[src/rtl/cdiv_seq.sv]
// cdiv_seq: operand sequencer and result capture controller for the complex divider.
// Collects four operand words (Real_A, Im_A, Real_B, Im_B) from a valid/ready stream,
// holds them on the divider with the enable high for LATENCY+1 cycles, captures the
// 64-bit result and offers it downstream as real/imaginary words.
// Optional feature: define CDIV_ZERO_CHECK_EN to short-circuit zero divisors
// (result forced to zero, div_zero flagged, divider never enabled).
module cdiv_seq #(
  parameter int LATENCY = 3
) (
  input  logic        clock,
  input  logic        reset,
  input  logic [31:0] in_data,
  input  logic        in_valid,
  output logic        in_ready,
  output logic        complex_real,
  output logic [31:0] Real_A,
  output logic [31:0] Im_A,
  output logic [31:0] Real_B,
  output logic [31:0] Im_B,
  input  logic [63:0] div_out,
  output logic [31:0] res_real,
  output logic [31:0] res_im,
  output logic        res_valid,
  input  logic        res_ready,
  output logic        div_zero,
  output logic        busy
);

  localparam int RCNT_W = (LATENCY < 1) ? 1 : $clog2(LATENCY + 1);
  localparam logic [RCNT_W-1:0] RLAST = RCNT_W'(LATENCY);

  typedef enum logic [1:0] {
    LOAD = 2'd0,
    RUN  = 2'd1,
    DONE = 2'd2
  } state_t;

  state_t            state;
  state_t            state_nxt;
  logic [1:0]        wcnt;
  logic [RCNT_W-1:0] rcnt;
  logic              word_hs;
  logic              last_word;
  logic              run_last;
  logic              zero_hit;

  // Handshake qualifiers come from registered state, never from in_ready's decode path.
  assign word_hs   = in_valid && (state == LOAD);
  assign last_word = word_hs && (wcnt == 2'd3);
  assign run_last  = (state == RUN) && (rcnt == RLAST);

`ifdef CDIV_ZERO_CHECK_EN
  logic dz_q;

  // A zero divisor is detected on the final word: Im_B arrives now, Real_B is already stored.
  assign zero_hit = last_word && (in_data == 32'd0) && (Real_B == 32'd0);
  assign div_zero = dz_q;

  // Zero-divisor flag: set by the bypass, cleared by a normal capture.
  always_ff @(posedge clock) begin
    if (reset) begin
      dz_q <= 1'b0;
    end else if (zero_hit) begin
      dz_q <= 1'b1;
    end else if (run_last) begin
      dz_q <= 1'b0;
    end
  end
`else
  assign zero_hit = 1'b0;
  assign div_zero = 1'b0;
`endif

  // State register.
  always_ff @(posedge clock) begin
    if (reset) begin
      state <= LOAD;
    end else begin
      state <= state_nxt;
    end
  end

  // Next-state logic.
  always_comb begin
    state_nxt = state;
    unique case (state)
      LOAD: if (last_word) state_nxt = zero_hit ? DONE : RUN;
      RUN:  if (run_last)  state_nxt = DONE;
      DONE: if (res_ready) state_nxt = LOAD;
      default: state_nxt = LOAD;
    endcase
  end

  // Output decode, purely from the registered state.
  always_comb begin
    in_ready     = 1'b0;
    complex_real = 1'b0;
    res_valid    = 1'b0;
    busy         = 1'b0;
    unique case (state)
      LOAD: in_ready = 1'b1;
      RUN: begin
        complex_real = 1'b1;
        busy         = 1'b1;
      end
      DONE: begin
        res_valid = 1'b1;
        busy      = 1'b1;
      end
      default: in_ready = 1'b0;
    endcase
  end

  // Operand loading, run counting and result capture.
  always_ff @(posedge clock) begin
    if (reset) begin
      wcnt     <= 2'd0;
      rcnt     <= '0;
      Real_A   <= 32'd0;
      Im_A     <= 32'd0;
      Real_B   <= 32'd0;
      Im_B     <= 32'd0;
      res_real <= 32'd0;
      res_im   <= 32'd0;
    end else begin
      unique case (state)
        LOAD: begin
          if (word_hs) begin
            unique case (wcnt)
              2'd0: Real_A <= in_data;
              2'd1: Im_A   <= in_data;
              2'd2: Real_B <= in_data;
              default: Im_B <= in_data;
            endcase
            wcnt <= wcnt + 2'd1;
          end
          if (last_word) begin
            rcnt <= '0;
          end
          if (zero_hit) begin
            res_real <= 32'd0;
            res_im   <= 32'd0;
          end
        end
        RUN: begin
          rcnt <= rcnt + RCNT_W'(1);
          if (run_last) begin
            res_real <= div_out[63:32];
            res_im   <= div_out[31:0];
          end
        end
        DONE: begin
          if (res_ready) begin
            wcnt <= 2'd0;
          end
        end
        default: wcnt <= 2'd0;
      endcase
    end
  end

endmodule

[config.mk]
export PLATFORM = sky130hd
export DESIGN_NAME = cdiv_seq
export DESIGN_NICKNAME = d
export VERILOG_FILES = /design/src/rtl/cdiv_seq.sv
export SDC_FILE = /design/constraint.sdc
export NUM_CORES = 1
export LEC_CHECK = 0
export CAP_MARGIN = 15
export CORE_MARGIN = 2
export CORE_UTILIZATION = 38
export DETAILED_ROUTE_END_ITERATION = 12
export PLACE_DENSITY = 0.75
export SYNTH_ARGS = -nofsm -noshare
export SYNTH_HDL_FRONTEND = slang
export SYNTH_SLANG_ARGS = --single-unit
export TNS_END_PERCENT = 100
[constraint.sdc]
create_clock -name clock -period 1.4 [get_ports clock]
set_clock_uncertainty 0.05 [all_clocks]
set_input_delay 0.28 -clock clock [delete_from_list [all_inputs] [get_ports clock]]
set_output_delay 0.28 -clock clock [all_outputs]
set_load 0.02 [all_outputs]
==> Yosys cells after proc, flatten, opt, wreduce, memory -nomap -nowiden <==
Index checks and enable logic that the tools add are counted.
Widths: inputs -> output; s select.
{ "totals": {"regBits": 198, "in_bits": 100} }
{ "classes": {"n_addsub": 2, "n_eq_ne": 10, "n_mux": 12, "bitwise_logic": 2, "n_reduce_logical": 16} }
{ "op_table": {"columns": ["op", "count"], "rows": [
  ["$reduce_and 3->1", 6],
  ["$pmux 2 s3", 2],
  ["$mux 2", 5],
  ["$eq 2x2->1 const B", 4],
  ["$ne 2x2->1 const B", 4],
  ["$add 2x1->2 const B", 2],
  ["$eq 2x1->1 const B", 2],
  ["$logic_not 2->1", 2],
  ["$mux 1", 4],
  ["$pmux 2 s2", 1],
  ["$reduce_and 2->1", 2],
  ["$logic_and 1x1->1", 3],
  ["$reduce_or 3->1", 1],
  ["$not 1->1", 2],
  ["$reduce_bool 2->1", 1],
  ["$reduce_or 2->1", 1]
]} }

==> Longest topological paths before layout <==
{ "logic_depth": {"word_depth": 5, "mapped_depth": 8, "ltp_nobuf": 5} }

==> Worst setup path before layout <==
No wires, ideal clock.
{ "synth_timing": {"kind": "flip-flop to flip-flop", "from": "register state[0]", "to": "register state[0]", "arrival_ns": 1.516, "required_time_ns": 1.278, "path_slack_ns": -0.238, "stages_incl_launch_ff": 7, "cell_sequence": "dfxtp_1 -> inv_1 -> ha_1 -> buf_6 -> a21boi_4 -> nor3_1 -> mux2i_1"} }
{ "synth_between": {"elab_chain_len": 5, "word_cells_on_any_way": 11, "classes_between": "5 x eq/ne; 1 x mux; 5 x reduce/logical"} }
{ "synth_lines": {"columns": ["element", "line_no", "rtl"], "rows": [
  ["start: declaration", "38", "state_t state;"],
  ["start signal: assignment", "79", "state <= state_nxt;"],
  ["$logic_not 2->1", "48, 86", null],
  ["$logic_and 1x1->1", "48", "assign word_hs = in_valid && (state == LOAD);"],
  ["$logic_and 1x1->1", "49", "assign last_word = word_hs && (wcnt == 2'd3);"],
  ["$ne 2x2->1 (no source line)", null, null],
  ["$reduce_and 3->1 (no source line)", null, null]
]} }
Several ways; a longest one is shown, not always the timed one.
A chain may end at the register's enable or synchronous reset.

==> Worst setup path after layout <==
{ "layout_timing": {"from": "register state[0]", "to": "register rcnt[0]"} }
{ "layout_between": {"elab_chain_len": 5, "word_cells_on_any_way": 8, "classes_between": "2 x eq/ne; 1 x mux; 5 x reduce/logical"} }
{ "layout_lines": {"columns": ["element", "line_no", "rtl"], "rows": [
  ["$logic_not 2->1", "48, 126", null],
  ["$logic_and 1x1->1", "48", null],
  ["$logic_and 1x1->1", "49", null],
  ["$ne 2x2->1 (no source line)", null, null],
  ["$reduce_and 2->1 (no source line)", null, null],
  ["end signal: assignment", "146", "rcnt <= rcnt + RCNT_W'(1);"],
  ["end: declaration", "41", "logic [RCNT_W-1:0] rcnt;"]
]} }
Several ways; a longest one is shown, not always the timed one.

==> qor.txt <==
Buffer depth of the longest clock path: 2
DRT Pass-1 Iters: 4
Max Clock Freq: 620 MHz
RR Endpoint: rcnt[0]
Syn avg cell area: 7.93 sq um
Port Buf Inserts: 295
Largest area contributor in the netlist: dfxtp_1
First-pass GRT wire length: 40.0 mm
Top FF cell, synth: dfxtp_1
Syn-to-layout area delta: 93.5%
Top post-synthesis cells by area: dfxtp_1 (56%), nand2_1 (21%), a21oi_1 (14%), buf_2 (1.8%), clkbuf_1 (1.6%)
Hold endpoint: Real_B[10]
CP Capture Type: flip-flop
CP required: 1.70 ns
Slew Viols, Final: 0
Setup slack, reg-to-reg: -0.21 ns
Failing checks: negative setup slack
Vias: 7,721
Post-synth top area share: 56.0%
DR iter-0 viols: 452
Post-DR wirelength/cell: 21.1 um
Diode count: 0
Die ar.: 19,700 sq um
Synthesized instance count: 893
Final setup violation count: 242
Fill cell count: 1,135
Slew @ Worst Pin: 0.521 ns
Worst Hold Launch: reset
Placer's final routability congestion estimate: 0.818
VDD IR max: 0.865 mV
Critical Path Source Type: flip-flop
Pwr Total: 15.5 mW
FF-to-FF Start: state[0]
Hold Buf Count CTS: 0
CP Cell Sequence: inv_4 -> ha_4 -> buf_4 -> buf_6 -> a21boi_4 -> or3_4 -> a21oi_2
Met2 GRT Util: 45.5%
Vias per cell: 5.24
CP arrival: 1.92 ns
Initial antenna violation count: 0
DRC: 0
Root Buffer: clkbuf_16
GR Layer Usage met1: 30.1%
RSZ-0062 raised after global routing: yes
Power Density: 1130 nW/um^2
Post-Syn Nets: 1,002
Number of CTS-inserted buffers: 17
Slowest CP cell: dfxtp_4
Largest net degree at the start of global routing: 75
Unique masters post-synth: 29
Vias in the first global route: 7,193
Status: finished, violations left
Dpl ws: -0.372 ns
Ratio of cells with drive above 1 in the final layout: 47.3%
Slew margin rel.: 65.2%
Die Ht: 140 um
YS warnings: 0
Final ANT Viol Nets: 0
Yosys reg bits: 198
Hold Slack: 0.0200 ns
Register area share after synthesis: 56.0%
Hold Path Class: in -> reg
Total GRT Usage: 26.1%
Finished Layout Cells: 1,473
Io pins: 297
Post-placement cell count: 1,387
Final WL: 31.1 mm
Total gr overflow: 0
Number of max-cap violations: 0
Most frequent cell after synthesis: nand2_1
Starting Density: 39.0%
GR peak layer: met2
Post-layout nets: 1,340
Reg2reg path depth: 7
Crit Path Max Fanout: 6
Final HPWL from detailed placement: 15.5 mm
Post-Synthesis Cell Area: 7080 sq um
Clock sinks: 198
TritonCTS clock tree: built
Part of the cycle the worst path needs: 115%
Die W: 140 um
Setup CP Type: reg -> reg
Synth cell count leaders: nand2_1 (390), dfxtp_1 (198), a21oi_1 (195)
Post-synth ARST share: 0%
P_leak: 5.09 nW
Core Footprint: 18,100 sq um
Met3 Use GR: 7.69%
Max stage delay on crit path: 0.39 ns
Minimum clock period: 1.61 ns
Post-synth EDFFs: 0
Hold depth: 2
Post-layout util: 75.5%
Clk slew on worst S/H paths: 0.08 ns
Skew-Pair Late Insertion Delay: 0.43 ns
H-Tree Depth: 4
Std cell rows: 49
Setup ws final: -0.213 ns
Fin. Hold Viols: 0
==> cell families (layout without fill, tap and decap cells) <==
| family | count (synthesis) | after routing | share of synthesized area, % |
|---|---|---|---|
| AO/OA/AOI/OAI | 201 | 201 | 14.5 |
| adder cells (fa/ha/maj) | 9 | 9 | 1.59 |
| buffers and inverters | 73 | 424 | 5.07 |
| flip-flops | 198 | 198 | 56.0 |
| multiplexers | 2 | 2 | 0.283 |
| other | 1 | 1 | 0.0530 |
| AND/OR/NAND/NOR | 409 | 409 | 22.5 |
==> per-layer routing <==
layer | routed length [um] | vias up
met5 | 0 | -
met4 | 1200 | 0
met3 | 2350 | 91
met2 | 15800 | 363
met1 | 11800 | 3710
li1 | - | 3557
==> repair_timing <==
| item | CTS | global route |
|---|---|---|
| resized for setup | 692 | 345 |
| pin swaps | 29 | 160 |
| setup endpoints to repair | 393 | 328 |
| hold endpoints to repair | 0 | 0 |
| cloned | 21 | 11 |
| setup buffers | 11 | 17 |
==> per-stage QoR <==
stage,TNS [ns],instance area [sq um]
after floorplan,-0.0475,7190
after global placement,-30.15,10500
after global routing,-38.71,13700
final,-25.96,13700
after CTS,-18.41,12200
after detailed placement,-35.41,10500
==> sequential cells by signal (all words and copies together), names as in the netlist <==
signal / cells
res_im: 32
Real_B: 32
Im_A: 32
Im_B: 32
rcnt: 2
wcnt: 2
Real_A: 32
res_real: 32
state: 2
==> critical path, delay by kind of cell (launching register included) <==
family / cells / cell delay, ns
buffers and inverters: 3 / 0.29
flip-flops: 1 / 0.39
adder cells (fa/ha/maj): 1 / 0.18
AND/OR/NAND/NOR: 1 / 0.35
AO/OA/AOI/OAI: 2 / 0.28
==> worst max-delay path by stage <==
| stage | startpoint | to | slack (ns) | depth (start not counted) |
|---|---|---|---|---|
| final | state[0] | rcnt[0] | -0.21 | 7 |
| after global routing | state[0] | rcnt[0] | -0.25 | 7 |
| after CTS | state[0] | busy | -0.18 | 3 |
| after detailed placement | in_valid | wcnt[1] | -0.37 | 5 |
| after global placement | in_valid | wcnt[1] | -0.32 | 5 |
| after floorplan | state[1] | wcnt[1] | -0.05 | 5 |
==> area by class of cell <==
cell class | instances | area, sq um | share of cell area [%]
timing repair buffer | 386 | 4710 | 34.4
multi-input combinational | 622 | 4100 | 29.9
sequential | 198 | 3970 | 29.0
clock buffer | 18 | 439 | 3.21
tap | 229 | 287 | 2.09
clock inverter | 14 | 164 | 1.20
inverter | 6 | 30.0 | 0.219
==> cell usage in the layout (no fill, tap or decap), drive strengths merged, types with 2 or more instances in the layout <==
cell type / netlist / layout
a21oi: 195 / 195
and3: 4 / 4
buf: 37 / 99
bufbuf: 0 / 2
clkbuf: 30 / 27
clkdlybuf4s15: 0 / 178
clkdlybuf4s50: 0 / 98
clkinv: 0 / 6
dfxtp: 198 / 198
ha: 9 / 9
inv: 6 / 13
mux2i: 2 / 2
nand2: 390 / 390
nand3: 4 / 4
nor2b: 3 / 3
o21ai: 2 / 2
==> report_power, final <==
| part | internal (mW) | switching (mW) |
|---|---|---|
| sequential | 6.02 | 0.214 |
| combinational | 1.99 | 2.20 |
| clock | 2.60 | 2.44 |
| total | 10.6 | 4.86 |
Note: power is estimated with default switching activity, not from simulation.
